### config.mk
export PLATFORM = sky130hd
export DESIGN_NAME = codec_reg_arbiter
export DESIGN_NICKNAME = d
export VERILOG_FILES = /design/src/rtl/codec_reg_arbiter.sv
export SDC_FILE = /design/constraint.sdc
export NUM_CORES = 1
export LEC_CHECK = 0
export ABC_AREA = 1
export CORE_MARGIN = 4
export CORE_UTILIZATION = 50
export CTS_CLUSTER_SIZE = 25
export DETAILED_ROUTE_END_ITERATION = 12
export PLACE_DENSITY = 0.85
export SYNTH_ARGS = -nofsm -noshare
export SYNTH_HDL_FRONTEND = slang
export SYNTH_SLANG_ARGS = --single-unit
### constraint.sdc
create_clock -name clk -period 3.5 [get_ports clk]
set_input_delay 0.525 -clock clk [delete_from_list [all_inputs] [get_ports clk]]
set_output_delay 0.525 -clock clk [all_outputs]
set_load 0.005 [all_outputs]
### src/rtl/codec_reg_arbiter.sv
// Round-robin arbiter sharing one codec register-write engine.
// Grants are held off until the codec init sequence reports done.
module codec_reg_arbiter #(
  parameter int N_REQ   = 4,
  parameter int IDW     = 2,
  parameter int TIMEOUT = 256
) (
  input  logic             clk,
  input  logic             rst,
  input  logic             init_done,
  input  logic [N_REQ-1:0] req,
  input  logic [7*N_REQ-1:0] req_addr,
  input  logic [9*N_REQ-1:0] req_data,
  output logic [N_REQ-1:0] ack,
  output logic [N_REQ-1:0] err,
  output logic             wr_valid,
  output logic [6:0]       wr_addr,
  output logic [8:0]       wr_data,
  input  logic             wr_ready,
  input  logic             wr_done,
  input  logic             wr_nack,
  output logic             busy,
  output logic [IDW-1:0]   grant_id
);

  typedef enum logic [1:0] {
    IDLE, ISSUE, WAIT, RESP
  } state_t;

  localparam int TW = (TIMEOUT > 2) ? $clog2(TIMEOUT) : 1;
  localparam logic [TW-1:0] TLAST = TW'(TIMEOUT - 1);
  localparam bit TO_EN = (TIMEOUT != 0);

  state_t state, state_n;
  logic [TW-1:0]    timer, timer_n;
  logic [IDW-1:0]   rr_ptr, rr_ptr_n;
  logic [IDW-1:0]   grant_id_n;
  logic             err_flag, err_flag_n;
  logic             wr_valid_n, busy_n;
  logic [6:0]       wr_addr_n;
  logic [8:0]       wr_data_n;
  logic [N_REQ-1:0] ack_n, err_n;

  logic             found;
  logic [IDW-1:0]   win_id;
  logic [6:0]       win_addr;
  logic [8:0]       win_data;
  logic             tmo;
  int               j;

  // First set request scanning upward from rr_ptr with wrap.
  always_comb begin
    found    = 1'b0;
    win_id   = '0;
    win_addr = '0;
    win_data = '0;
    j        = 0;
    for (int k = 0; k < N_REQ; k++) begin
      j = int'(rr_ptr) + k;
      if (j >= N_REQ) j = j - N_REQ;
      if (!found && req[j]) begin
        found    = 1'b1;
        win_id   = IDW'(j);
        win_addr = req_addr[7*j +: 7];
        win_data = req_data[9*j +: 9];
      end
    end
  end

  assign tmo = TO_EN && (timer == TLAST);

  always_ff @(posedge clk or negedge rst) begin
    if (!rst) state <= IDLE;
    else      state <= state_n;
  end

  always_comb begin
    state_n = state;
    unique case (state)
      IDLE:  if (init_done && found) state_n = ISSUE;
      ISSUE: if (wr_ready) state_n = WAIT;
      WAIT:  if (wr_done || tmo) state_n = RESP;
      RESP:  state_n = IDLE;
      default: state_n = IDLE;
    endcase
  end

  always_comb begin
    wr_valid_n = wr_valid;
    wr_addr_n  = wr_addr;
    wr_data_n  = wr_data;
    grant_id_n = grant_id;
    rr_ptr_n   = rr_ptr;
    timer_n    = timer;
    err_flag_n = err_flag;
    ack_n      = '0;
    err_n      = '0;
    busy_n     = (state_n != IDLE);
    unique case (state)
      IDLE: begin
        if (state_n == ISSUE) begin
          grant_id_n = win_id;
          wr_addr_n  = win_addr;
          wr_data_n  = win_data;
          wr_valid_n = 1'b1;
        end
      end
      ISSUE: begin
        if (wr_ready) begin
          wr_valid_n = 1'b0;
          timer_n    = '0;
        end
      end
      WAIT: begin
        timer_n = timer + 1'b1;
        // wr_done takes priority over a coincident timeout
        if (wr_done)  err_flag_n = wr_nack;
        else if (tmo) err_flag_n = 1'b1;
        if (state_n == RESP) begin
          for (int i = 0; i < N_REQ; i++) begin
            ack_n[i] = (grant_id == IDW'(i));
            err_n[i] = (grant_id == IDW'(i)) && err_flag_n;
          end
          if (int'(grant_id) == N_REQ - 1) rr_ptr_n = '0;
          else rr_ptr_n = grant_id + 1'b1;
        end
      end
      default: ;
    endcase
  end

  always_ff @(posedge clk or negedge rst) begin
    if (!rst) begin
      wr_valid <= 1'b0;
      wr_addr  <= '0;
      wr_data  <= '0;
      grant_id <= '0;
      rr_ptr   <= '0;
      timer    <= '0;
      err_flag <= 1'b0;
      ack      <= '0;
      err      <= '0;
      busy     <= 1'b0;
    end else begin
      wr_valid <= wr_valid_n;
      wr_addr  <= wr_addr_n;
      wr_data  <= wr_data_n;
      grant_id <= grant_id_n;
      rr_ptr   <= rr_ptr_n;
      timer    <= timer_n;
      err_flag <= err_flag_n;
      ack      <= ack_n;
      err      <= err_n;
      busy     <= busy_n;
    end
  end

endmodule

* After elaboration in Yosys (flattened, before gate mapping) *
Index checks and enable logic that the tools add are counted.

storage, ports and cells
  bits in registers = 41
  bits of input ports = 74
  output and inout bits = 28
  word-level logic and storage cells = 126

cells by class
  add/subtract/negate cells = 9
  multiply operators = 8
  order comparisons = 8
  equality and inequality tests = 12
  shift-type cells = 8
  multiplexer cells = 49
  reduce and logical (&&, ||, !) cells = 21

operator list
  operator                                                      number
  indexed part select 36 x 32 -> 9 bit                          4
  less-than comparator 32 x 4 -> 1 bit (second input constant)  4
  multiplier 4 x 32 -> 32 bit (first input constant)            4
  multiplier 5 x 32 -> 32 bit (first input constant)            4
  2-to-1 mux 32 bit                                             4
  indexed part select 28 x 32 -> 7 bit                          4
  2-to-1 mux 9 bit                                              4
  2-to-1 mux 7 bit                                              4
  2-to-1 mux 1 bit                                              17
  2-to-1 mux 2 bit                                              8
  2-to-1 mux 4 bit                                              4
  case mux 8 bit (2 select lines)                               1
  subtractor 3 x 3 -> 4 bit (second input constant)             3
  == test 2 bit (second input constant)                         5
  greater-or-equal comparator 3 bit (second input constant)     3
  adder 8 x 1 -> 8 bit (second input constant)                  1
  binary-select mux 1 bit (select 2 bit)                        4
  == test 2 x 1 -> 1 bit (second input constant)                4
  == test 8 bit (second input constant)                         1
  logical AND 1 bit                                             8
  2-to-1 mux 8 bit                                              1
  case mux 2 bit (4 select lines)                               1
  adder 2 x 2 -> 3 bit (second input constant)                  2
  AND reduction 2 bit                                           3
  11 further kinds                                              17

* Logic depth before layout (Yosys ltp) *
  depth in word-level cells = 21
  mapped depth = 24
  mapped depth without buffers = 17

* Worst setup path before layout *
OpenSTA, ideal clock, no wires.

  kind = register to register
  start = register rr_ptr[1]
  end = register wr_data[6]
  library setup time = 0.066 ns
  data arrival time = 3.256 ns
  data required time = 3.434 ns
  slack = 0.179 ns
  cell stages (with the launch flop) = 20
  buffers on the path = 5
  clock period less this slack = 3.321 ns
  path through = dfrtp_1 buf_2 inv_2 buf_2 buf_1 ha_1 nand2_4 buf_6 clkbuf_1 nor2_1 ha_1 xor2_1 inv_1 nor2_1 inv_1 a21oi_1 nand2_1 a21oi_1 o21ai_1 nand2_1

between the ends
  word-level cells in the longest chain between the ends = 20
  elaborated cells on any way between the ends = 54
  classes of those cells = add/sub: 7; mul: 4; order compare: 4; eq/ne: 1; shift: 4; mux: 26; reduce/logical: 8

RTL lines
  what                                                                  line  RTL
  start: declaration                                                    36    logic [IDW-1:0] rr_ptr, rr_ptr_n;
  start signal: assignment                                              149   rr_ptr <= rr_ptr_n;
  branches (longest 20 deep; another with multiplier 5 x 32 -> 32 bit)  --
  end signal: assignment                                                147   wr_data <= wr_data_n;
  end: declaration                                                      18    output logic [8:0] wr_data,

Parallel ways; which one is timed is not known. The select of a mux whose other input is x is not followed.
A chain may end at the register's enable or synchronous reset.

* Worst setup path in the final report *
  start = register rr_ptr[0]
  end = register wr_addr[0]

between the ends
  word-level cells in the longest chain between the ends = 20
  elaborated cells on any way between the ends = 54
  classes of those cells = add/sub: 7; mul: 4; order compare: 4; eq/ne: 1; shift: 4; mux: 26; reduce/logical: 8

RTL lines
  what                                                                  line  RTL
  branches (longest 20 deep; another with multiplier 4 x 32 -> 32 bit)  --
  end signal: assignment                                                146   wr_addr <= wr_addr_n;
  end: declaration                                                      17    output logic [6:0] wr_addr,

Parallel ways; which one is timed is not known. The select of a mux whose other input is x is not followed.

==> run metrics <==
status completed; Yosys cell types 51; layout cell share with drive strength beyond 1 5.05%; FMAX 306 MHz; Gates resized, CTS repair 0; Final Critical Period 3270 ps; DIE HEIGHT 148 um; setup repair bufs after CTS 0; Sink Count 41; Area contributors post-synth nand2_1 33%, nand3_1 16%, dfrtp_1 10%, o21ai_0 6.9%, inv_1 5.5%; Yosys top cell by area nand2_1; CP arrival 3490 ps; Mapped Nets 2081; Core Rows 51; async set or reset register ratio after synthesis 100%; Layout area overhead 13.2%; DR vias 14000; count leader, synth nand2_1; Gate Count Post-Synth 1990; initial antenna violation count 0; WP data required 3730 ps; clock slew at reported path FFs 70 ps; top cell type's share of synthesized area 32.9%; Starting Density 50.7%; worst skew pair latency 290 ps; Critical R2R Capture wr_addr[0]; Root Buffer clkbuf_16; wire length per cell 19.6 um; final worst-path cycle share 93.3%; Synth top cells by count 862 x nand2_1, 319 x nand3_1, 145 x inv_1, 135 x o21ai_0, 119 x nor2_1; antenna-violating nets left 0; number of synthesized flops with an enable pin 0; core area 19400 sq um; unrepaired setup endpoints after global routing false; IO Pins 102; Hold Fails Final Rpt 0; Routed WL 45100 um; FF-to-FF setup slack 230 ps; mapped cell area 9840 sq um; TritonCTS Buffers 5; largest net degree at the start of global routing 82; Crit. End Element register; #FFs+latches synth 41; CP Launch Type register; worst hold slack 405 ps; Via density 6.07; clock tree buffer depth 2; total negative slack 0 ps; TritonRoute pass-1 iters 11; final setup fails 0; Worst slew margin 33.4%; ant diodes 0; cell total after placement 2298; Post-Route Utilization 57.4%; RD Place Congestion 1.07; fin. max-slew vios 0; r2r startpoint rr_ptr[0]; maxcap violations 0; fill count 2154; worst min path class in2async; Die ar. 22000 sq um; GR Util All Layers 39.2%; hold_buf cts 0; CTS tree done; CTS H-Tree Depth 2; Reg area 1030 sq um; syn_area_per_cell 4.94 sq um; Die X 148 um; worst setup path class reg2reg; post-synthesis sequential area ratio 10.4%; detailed-route DRC error count 0; total congestion overflow 0; Layout Skew 11.9 ps; port bufs 101; worst slew pin tran 999 ps; drt initial violations 1718; Top FF cell, synth dfrtp_1; NumNets Final 2131; HPWL Detailed 35400 um; R2R cell count 12; CP max FO 64; area of the multi-input gates 7600 sq um; vias in the first global route 12900; Non-Filler Instances 2306; first-pass GRT wire length 68900 um; YS warnings 0
## layout by cell type, fill, tap and decap left out, types with 2 or more instances in the layout
cell type and n:
nor2_2 3, clkbuf_16 5, nor4_1 3, o32ai_1 2, o21ai_0 135, a31oi_1 7
o2111ai_1 2, nand3_2 2, ha_1 16, nand3b_1 4, o31ai_1 2, a21boi_0 3
and2_1 4, o211ai_1 22, buf_4 44, or2_2 5, clkinv_1 6, nor3_2 2
nand2_2 9, nand4_1 15, nand3_1 319, o22ai_1 5, a21oi_1 85, o21ai_1 17
nand2_1 862, inv_1 145, clkdlybuf4s50_1 100, bufinv_16 2, nor2_1 119, or2_1 5
o311ai_0 2, nor2_4 4, inv_2 14, dfrtp_1 40, nor3_1 11
## critical path, cell delays in order, from the launching register on
cell	delay [ps]
dfrtp_4	500
inv_4	120
buf_4	550
nand2_1	150
nand3_1	150
nand2_2	250
inv_2	180
nand4_1	330
nor2_1	440
nand3_1	240
nand3_1	160
nand2_1	60
inv_1	40
## metrics by stage
stage,setup WS [ps],area [sq um]
after detailed placement,362,10900
after CTS,341,11100
after global routing,79.2,11100
after global placement,433,10900
final,235,11100
after floorplan,179,9840
## layer usage
layer / wire length (um) / GRT usage, %
met1: 16400 / 46.3
met2: 20300 / 64.6
met3: 3960 / 4.72
met5: 0 / 0
met4: 4430 / 30.7
## kinds of logic (layout without fill, tap and decap cells)
| family | Yosys count | after routing | synth area share, % |
|---|---|---|---|
| DFF | 41 | 41 | 10.4 |
| adders and majority gates | 17 | 17 | 2.16 |
| muxes | 1 | 1 | 0.114 |
| xor gates and xnor gates | 1 | 1 | 0.0891 |
| and+or+nand+nor | 1372 | 1372 | 58.9 |
| AOI/OAI and AO/OA | 289 | 289 | 16.0 |
| buffers and inverters | 269 | 320 | 12.3 |
## layout make-up
cell class | instances | area share, %
clock inverter | 3 | 0.584
sequential | 41 | 9.25
multi-input combinational | 1680 | 68.3
clock buffer | 5 | 1.12
timing repair buffer | 146 | 12.2
inverter | 166 | 5.62
tap | 265 | 2.98
## worst max-delay path by stage
stage / from / end / slack, ps / cells past startpoint
after global routing: rr_ptr[0] / wr_addr[0] / 80 / 12
after floorplan: rr_ptr[1] / wr_data[6] / 180 / 19
final: rr_ptr[0] / wr_addr[0] / 230 / 12
after global placement: rr_ptr[0] / wr_data[1] / 430 / 16
after detailed placement: rr_ptr[0] / wr_addr[0] / 360 / 12
after CTS: rr_ptr[0] / wr_addr[0] / 340 / 12
## flip-flops by register name, summed over array words and instances, names as in the netlist
signal    cells
err_flag      1
wr_valid      1
rr_ptr        2
grant_id      2
wr_data       9
state         2
busy          1
ack           4
err           4
timer         8
wr_addr       7
Power is not shown: default switching activity piles up to over one toggle a cycle in this logic, so the estimate is an artifact.
